## src/rtl/alu_pkg.sv

```systemverilog
// Shared types for the sequential ALU: operation codes and controller states.
package alu_pkg;

  typedef enum logic [2:0] {
    OP_ADD = 3'b000,
    OP_SUB = 3'b001,
    OP_AND = 3'b010,
    OP_NOT = 3'b011,
    OP_OR  = 3'b100,
    OP_XOR = 3'b101,
    OP_LSL = 3'b110,
    OP_MUL = 3'b111
  } op_t;

  typedef enum logic [1:0] {
    S_IDLE = 2'b00,
    S_MUL  = 2'b01,
    S_DONE = 2'b10
  } state_t;

endpackage

```

## src/rtl/alu_comb.sv

```systemverilog
// Single-cycle ALU datapath: every op except MUL, which is sequenced by alu_seq.
module alu_comb
  import alu_pkg::*;
#(
  parameter int unsigned WIDTH = 8
) (
  input  logic [WIDTH-1:0] a,
  input  logic [WIDTH-1:0] b,
  input  op_t              op,
  output logic [WIDTH-1:0] result,
  output logic             carry,
  output logic             ovf
);

  localparam int unsigned SH = $clog2(WIDTH);

  logic [WIDTH:0] sum;
  logic [WIDTH:0] diff;

  assign sum  = {1'b0, a} + {1'b0, b};
  // The extra bit of an unsigned subtraction is the borrow, i.e. a < b.
  assign diff = {1'b0, a} - {1'b0, b};

  always_comb begin
    result = '0;
    carry  = 1'b0;
    ovf    = 1'b0;
    case (op)
      OP_ADD: begin
        result = sum[WIDTH-1:0];
        carry  = sum[WIDTH];
        ovf    = (a[WIDTH-1] == b[WIDTH-1]) && (sum[WIDTH-1] != a[WIDTH-1]);
      end
      OP_SUB: begin
        result = diff[WIDTH-1:0];
        carry  = diff[WIDTH];
        ovf    = (a[WIDTH-1] != b[WIDTH-1]) && (diff[WIDTH-1] != a[WIDTH-1]);
      end
      OP_AND:  result = a & b;
      OP_NOT:  result = ~a;
      OP_OR:   result = a | b;
      OP_XOR:  result = a ^ b;
      OP_LSL:  result = a << b[SH-1:0];
      default: result = '0;
    endcase
  end

endmodule

```

## src/rtl/alu_seq.sv

```systemverilog
// Sequential ALU: single-cycle ops finish in one cycle, MUL runs a WIDTH-step
// shift-add loop into a 2*WIDTH accumulator.
module alu_seq
  import alu_pkg::*;
#(
  parameter int unsigned WIDTH = 8
) (
  input  logic             clk,
  input  logic             rst,
  input  logic             start,
  input  op_t              op,
  input  logic [WIDTH-1:0] a,
  input  logic [WIDTH-1:0] b,
  output logic             busy,
  output logic             done,
  output logic [WIDTH-1:0] result,
  output logic             zero,
  output logic             neg,
  output logic             carry,
  output logic             ovf
);

  localparam int unsigned CW = $clog2(WIDTH);
  localparam logic [CW-1:0] LAST = CW'(WIDTH - 1);

  state_t state, next_state;

  logic [WIDTH-1:0]   c_result;
  logic               c_carry;
  logic               c_ovf;

  logic [WIDTH-1:0]   mplier;
  logic [2*WIDTH-1:0] mcand;
  logic [2*WIDTH-1:0] acc;
  logic [2*WIDTH-1:0] acc_next;
  logic [CW-1:0]      cnt;

  alu_comb #(.WIDTH(WIDTH)) u_comb (
    .a      (a),
    .b      (b),
    .op     (op),
    .result (c_result),
    .carry  (c_carry),
    .ovf    (c_ovf)
  );

  // One partial product per cycle: multiplier shifts right, multiplicand left.
  assign acc_next = mplier[0] ? acc + mcand : acc;

  always_ff @(posedge clk or posedge rst) begin
    if (rst) state <= S_IDLE;
    else     state <= next_state;
  end

  always_comb begin
    next_state = state;
    case (state)
      S_IDLE:  if (start) next_state = (op == OP_MUL) ? S_MUL : S_DONE;
      S_MUL:   if (cnt == LAST) next_state = S_DONE;
      S_DONE:  next_state = S_IDLE;
      default: next_state = S_IDLE;
    endcase
  end

  always_comb begin
    busy = (state != S_IDLE);
    done = (state == S_DONE);
  end

  always_ff @(posedge clk or posedge rst) begin
    if (rst) begin
      result <= '0;
      carry  <= 1'b0;
      ovf    <= 1'b0;
      mplier <= '0;
      mcand  <= '0;
      acc    <= '0;
      cnt    <= '0;
    end else begin
      case (state)
        S_IDLE: begin
          if (start) begin
            if (op == OP_MUL) begin
              mcand  <= {{WIDTH{1'b0}}, a};
              mplier <= b;
              acc    <= '0;
              cnt    <= '0;
            end else begin
              result <= c_result;
              carry  <= c_carry;
              ovf    <= c_ovf;
            end
          end
        end
        S_MUL: begin
          acc    <= acc_next;
          mcand  <= mcand << 1;
          mplier <= mplier >> 1;
          cnt    <= cnt + 1'b1;
          if (cnt == LAST) begin
            result <= acc_next[WIDTH-1:0];
            carry  <= |acc_next[2*WIDTH-1:WIDTH];
            ovf    <= |acc_next[2*WIDTH-1:WIDTH];
          end
        end
        default: ;
      endcase
    end
  end

  assign zero = (result == '0);
  assign neg  = result[WIDTH-1];

endmodule

```

## config.mk

```make
export PLATFORM = sky130hd
export DESIGN_NAME = alu_seq
export DESIGN_NICKNAME = d
export VERILOG_FILES = /design/src/rtl/alu_pkg.sv /design/src/rtl/alu_comb.sv /design/src/rtl/alu_seq.sv
export SDC_FILE = /design/constraint.sdc
export NUM_CORES = 1
export LEC_CHECK = 0
export CORE_UTILIZATION = 60
export CTS_CLUSTER_DIAMETER = 40
export DETAILED_ROUTE_END_ITERATION = 16
export PLACE_DENSITY = 0.83
export SYNTH_ARGS = -nofsm -noshare
export SYNTH_HDL_FRONTEND = slang
export SYNTH_SLANG_ARGS = --single-unit
export TNS_END_PERCENT = 100
```

## constraint.sdc

```tcl
create_clock -name clk -period 3.8 [get_ports clk]
set_input_delay 0.38 -clock clk [delete_from_list [all_inputs] [get_ports clk]]
set_output_delay 0.38 -clock clk [all_outputs]
set_load 0.02 [all_outputs]
```

# After elaboration in Yosys (flattened, before gate mapping)
# Index checks and enable logic that the tools add are counted.
dict set report totals {
  reg_bits 55
  input_bits 22
  out_inout_bits 14
  word_cells 77
}
dict set report op_classes {
  add_sub_neg 4
  eq_ne 18
  n_shift 1
  muxes 31
  n_bitwise 4
  reduce_logical 11
}
# operator count
set ops {}
lappend ops {{$mux 16} 5}
lappend ops {{$pmux 16 s2} 2}
lappend ops {{$pmux 8 s7} 1}
lappend ops {{$mux 8} 5}
lappend ops {{$pmux 8 s2} 2}
lappend ops {{$add 16x16->16} 1}
lappend ops {{$eq 3x3->1 const B} 5}
lappend ops {{$add 8x8->9} 1}
lappend ops {{$sub 8x8->9} 1}
lappend ops {{$and 8x8->8} 1}
lappend ops {{$logic_not 8->1} 1}
lappend ops {{$ne 2x2->1 const B} 4}
lappend ops {{$not 8->8} 1}
lappend ops {{$or 8x8->8} 1}
lappend ops {{$pmux 1 s2} 4}
lappend ops {{$reduce_or 8->1} 1}
lappend ops {{$shl 8x3->8} 1}
lappend ops {{$xor 8x8->8} 1}
lappend ops {{$eq 3x2->1 const B} 2}
lappend ops {{$mux 2} 3}
lappend ops {{$mux 3} 2}
lappend ops {{$pmux 3 s2} 1}
lappend ops {{$mux 1} 5}
lappend ops {{$pmux 2 s2} 1}
lappend ops {{13 further kinds} 17}

# Longest topological paths before layout
dict set report logic_depth {
  ltp_word 7
  depth_mapped 11
  mapped_depth_nobuf 11
}

# Modules after synthesis
# A second synthesis with hierarchy kept.
dict set report hier_totals {
  hier_cells 586
  hier_area_um2 4904.7
}
# mod instances cells_per_inst area_per_inst_um2
set modules_own_cells {}
lappend modules_own_cells {alu_seq 1 374 3329.4}
lappend modules_own_cells {alu_comb 1 212 1575.3}

# Worst setup path after synthesis
# No wires, ideal clock.
dict set report synth_timing {
  path_type {reg-to-reg}
  from {register mcand[0]}
  to {register carry}
  setup_ns 0.135
  t_arrival_ns 2.677
  required_time_ns 3.665
  setup_slack_ns 0.989
  stages_incl_launch_ff 10
  path_buffers 0
  synth_period_minus_slack_ns 2.811
  cell_sequence {dfrtp_1 > ha_1 > fa_1 > a211o_1 > a41o_4 > nand4_2 > nand4b_2 > or4_4 > nor4_4 > a211oi_1}
}
dict set report synth_via {
  elab_chain_cells 5
}
# element line_no
set synth_rtl {}
lappend synth_rtl {{from (decl)} alu_seq.sv:33} ;# logic [2*WIDTH-1:0] mcand;
lappend synth_rtl {{from (signal assigned)} alu_seq.sv:84} ;# mcand <= {{WIDTH{1'b0}}, a};
lappend synth_rtl {{from (signal assigned)} alu_seq.sv:97} ;# mcand <= mcand << 1;
lappend synth_rtl {{$add 16x16->16} alu_seq.sv:48} ;# assign acc_next = mplier[0] ? acc + mcand : acc;
lappend synth_rtl {{$mux 16} alu_seq.sv:48}
lappend synth_rtl {{$reduce_or 8->1} alu_seq.sv:102} ;# carry <= |acc_next[2*WIDTH-1:WIDTH];
lappend synth_rtl {{$mux 1} alu_seq.sv:100} ;# if (cnt == LAST) begin
lappend synth_rtl {{$pmux 1 s2} alu_seq.sv:80} ;# case (state)
lappend synth_rtl {{to (signal assigned)} alu_seq.sv:90} ;# carry <= c_carry;
lappend synth_rtl {{to (signal assigned)} alu_seq.sv:102}
lappend synth_rtl {{to (decl)} alu_seq.sv:19} ;# output logic carry,
# Every way passes these cells. The select of a mux whose other input is x is not followed.
# A chain may end at the register's enable or synchronous reset.

# Worst setup path after layout
dict set report layout_timing {
  from {input port a[4]}
  to {register ovf}
}
dict set report layout_via {
  elab_chain_cells 7
}
# element line_no
set layout_rtl {}
lappend layout_rtl {{from (decl)} alu_seq.sv:12} ;# input logic [WIDTH-1:0] a,
lappend layout_rtl {{$sub 8x8->9 / $add 8x8->9 (equally long branches)} {alu_comb.sv:22, alu_comb.sv:20}}
lappend layout_rtl {{$ne 1x1->1 (on tied branches)} {alu_comb.sv:37, alu_comb.sv:32}}
lappend layout_rtl {{$logic_and 1x1->1 (on tied branches)} {alu_comb.sv:37, alu_comb.sv:32}}
lappend layout_rtl {{$pmux 1 s2 *} alu_comb.sv:28} ;# case (op)
lappend layout_rtl {{$mux 1 *} alu_seq.sv:83} ;# if (op == OP_MUL) begin
lappend layout_rtl {{$mux 1 *} alu_seq.sv:82} ;# if (start) begin
lappend layout_rtl {{$pmux 1 s2 *} alu_seq.sv:80}
lappend layout_rtl {{to (signal assigned)} alu_seq.sv:91} ;# ovf <= c_ovf;
lappend layout_rtl {{to (signal assigned)} alu_seq.sv:103} ;# ovf <= |acc_next[2*WIDTH-1:WIDTH];
lappend layout_rtl {{to (decl)} alu_seq.sv:20} ;# output logic ovf
# Every way passes the cells marked *; elsewhere a longest branch is shown, timed or not. The select of a mux whose other input is x is not followed.

==> impl_metrics.csv <==
group,metric,value,unit
synth,ys_types,68,
setup_path,crit_type,"in2reg",
setup_path,ff2ff_setup_slack,0.64,ns
power_and_ir_drop,p_int,0.00195,W
die,initial_core_util,0.631,
synth,yosysWarnings,0,
synth,avgSynthCellArea,7.89,um^2
setup_path,crit_path_start_kind,"input pin",
die,ios,36,
power_and_ir_drop,p_leak,2.48,nW
synth,synthTopCellsByArea,"dfrtp_1, ha_1, nand2_1",
timing,setup-tns-final,0,ns
synth,syn_area,4950,um^2
cts,cts_tree,"yes",
placed_design,dp.cells,741,
timing,drv_slew,0,
timing,holdWs,0.506,ns
layout,nets,715,
die,row_count,32,
timing,relSlewSlack,0.475,
power_and_ir_drop,pwr-share-clk,0.095,
layout,finalNonFillerCells,749,
synth,synth_compound_area_frac,0.249,
routing,avgRoutedWirePerCell,18.5,um
synth,synth_mux_area_frac,0.0440,
global_route,antenna_found_initial,0,
run,cap_violations,0,
timing,setup_viol,0,
die,die_w,92.9,um
power_and_ir_drop,p_sw_frac,0.484,
routing,drc,0,
routing,routed_wl,13.8,mm
cts,cts_made_buffers,5,
timing,rsz0062_at_grt,"false",
synth,yosys.area.top_type,"dfrtp_1",
synth,synth-xor-area-share,0.0212,
cts,cts.path.max_buffers,2,
layout,layout_commonest_cell,"nand2_1",
synth,synth_top_family_by_area,"compound AO/OA/AOI/OAI gates",
routing,vias,4935,
power_and_ir_drop,vdd_ir_drop_max,296,uV
layout,fill_cells,673,
layout,area_growth,10.5,%
worst_hold_path,hp-class,"in2async",
cts,insertion_delay,0.32,ns
timing,fmax,303,MHz
synth,yosys.area_share.simple,0.230,
synth,ys_seq_elements,55,
placed_design,port_buffers,35,
power_and_ir_drop,p_seq_frac,0.296,
setup_path,r2r-end,"carry",
timing,fin_crit_sh,0.869,
cts,clock_sinks,55,
routing,vias_per_cell,6.59,
global_route,grt_max_degree,43,
global_route,grt_pass1_wl,22.8,mm
status,status,"complete, no violations",
synth,async_flop_share,1.00,
cts,cts_root_buf,"clkbuf_8",
die,coreArea,7850,um^2
routing,drtPass1Iterations,5,
setup_path,crit_fanout,10,
die,die_h,92.9,um
synth,synth_top_area_frac,0.278,
placed_design,globalplace.congestion,0.922,
cts,clkSlewWorstSetupHoldPaths,0.11,ns
synth,syn_inst,628,
synth,synth_fp_nets,697,
setup_path,r2r_cells,9,
setup_path,cp.required,4.06,ns
timing,hold_viol,0,
layout,final_cell_mix,"nand2_1, nor2_1, dfrtp_1, ha_1, a21oi_1",
cts,h-tree-depth,2,
global_route,track_usage,0.336,
setup_path,cp.arrival,3.56,ns
cts,ctsResizeCount,0,
setup_path,cp-end-kind,"flop",
routing,first_iter_violations,537,
timing,tightest_slew,0.768,ns
layout,post_route_cells_drive_above_1_share,0.0634,
global_route,gr-total-overflow,0,
cts,holdBufCountCts,0,
power_and_ir_drop,power_frac_comb,0.609,
power_and_ir_drop,p_sw,0.00183,W
placed_design,hpwl,10.6,mm
synth,synthAdderAreaFrac,0.123,
synth,seq_area_frac_synth,0.278,
global_route,grt_pass1_vias,4537,
power_and_ir_drop,cellPowerDensity,689,nW/um^2
die,die_area,8620,um^2
setup_path,reg2reg_from,"mcand[0]",
synth,synthFlopType,"dfrtp_1",
layout,antenna_cells,0,
cts,cts_setup_buffers,0,
synth,synth_edf_count,0,
timing,period_needed,3.30,ns
timing,skew,0.00883,ns
routing,postRouteAntennaNets,0,
metrics by stage:
step                total power (W)  instance area (um^2)  utilization  setup WS [ns]
floorplan                   0.00274                  4950            -          0.989
global placement            0.00325                  5380        0.685          0.465
detailed placement          0.00336                  5380        0.685          0.282
CTS                         0.00372                  5470        0.698          0.597
global route                0.00405                  5470        0.698          0.401
finish                      0.00377                  5470        0.698          0.499
synth_stat cells, types with 4 or more instances:
cell type  number
nand2_1        97
dfrtp_1        55
nor2_1         55
ha_1           44
a21oi_1        41
o21ai_0        41
inv_1          32
clkbuf_1       28
a31oi_1        20
nand3_1        18
nor3_1         16
a21o_1         15
mux2i_1        15
xnor2_1        10
buf_2           8
a211oi_1        7
o211ai_1        7
o22ai_1         7
nand2b_1        6
nor2b_1         6
or3_1           6
o221ai_1        5
and2_1          4
nand4_1         4
area by class of cell:
| type | count | area [um^2] | area share |
|---|---|---|---|
| Inverter | 32 | 120 | 0.0219 |
| Timing Repair Buffer | 48 | 448 | 0.0818 |
| Clock buffer | 5 | 68.8 | 0.0126 |
| Sequential cell | 55 | 1380 | 0.251 |
| Multi-Input combinational cell | 504 | 3310 | 0.604 |
| Tap cell | 102 | 128 | 0.0233 |
| Clock inverter | 3 | 27.5 | 0.00503 |
registers in the layout (all words and copies together), names as in the netlist:
| name | count |
|---|---|
| mcand | 16 |
| carry | 1 |
| ovf | 1 |
| cnt | 3 |
| mplier | 8 |
| acc | 16 |
| result | 8 |
| state | 2 |
worst max path at each step:
stage                        start     to  slack (ns)  cells past startpoint
after floorplan           mcand[0]  carry        0.99                      9
after global placement        a[4]    ovf        0.47                     10
after detailed placement      a[4]    ovf        0.28                     10
after CTS                     a[4]    ovf        0.60                     10
after global routing          a[4]    ovf        0.40                     10
final                         a[4]    ovf        0.50                     10
per-layer routing:
layer | vias to the layer above | track usage | wire (um)
met5 | - | 0 | 0
met4 | 0 | 0.0795 | 274
met3 | 27 | 0.0353 | 1230
met2 | 263 | 0.534 | 6330
met1 | 2351 | 0.491 | 6000
li1 | 2294 | - | -
cell families after synthesis:
kind of cell	Yosys count
fa+ha+maj	47
xor+xnor	12
simple gates	239
mux	19
flops	55
buf+inv	69
compound gates	187
power groups by stage:
stage | sequential, W | clock (W) | combinational, W
2_1_floorplan | 0.00107 | 0 | 0.00167
3_3_place_gp | 0.00110 | 0 | 0.00215
3_5_place_dp | 0.00112 | 0 | 0.00224
4_1_cts | 0.00111 | 0.000356 | 0.00226
5_1_grt | 0.00115 | 0.000381 | 0.00252
6_report | 0.00112 | 0.000358 | 0.00230
critical path: stages:
cell	delay, ns
clkdlybuf4s50_1	0.66
inv_1	0.08
ha_1	0.50
nor3_1	0.14
a2111oi_0	0.74
nor2_1	0.12
mux2_2	0.30
a21boi_0	0.32
o22ai_1	0.17
a21oi_1	0.13
Note: power is estimated with default switching activity, not from simulation.
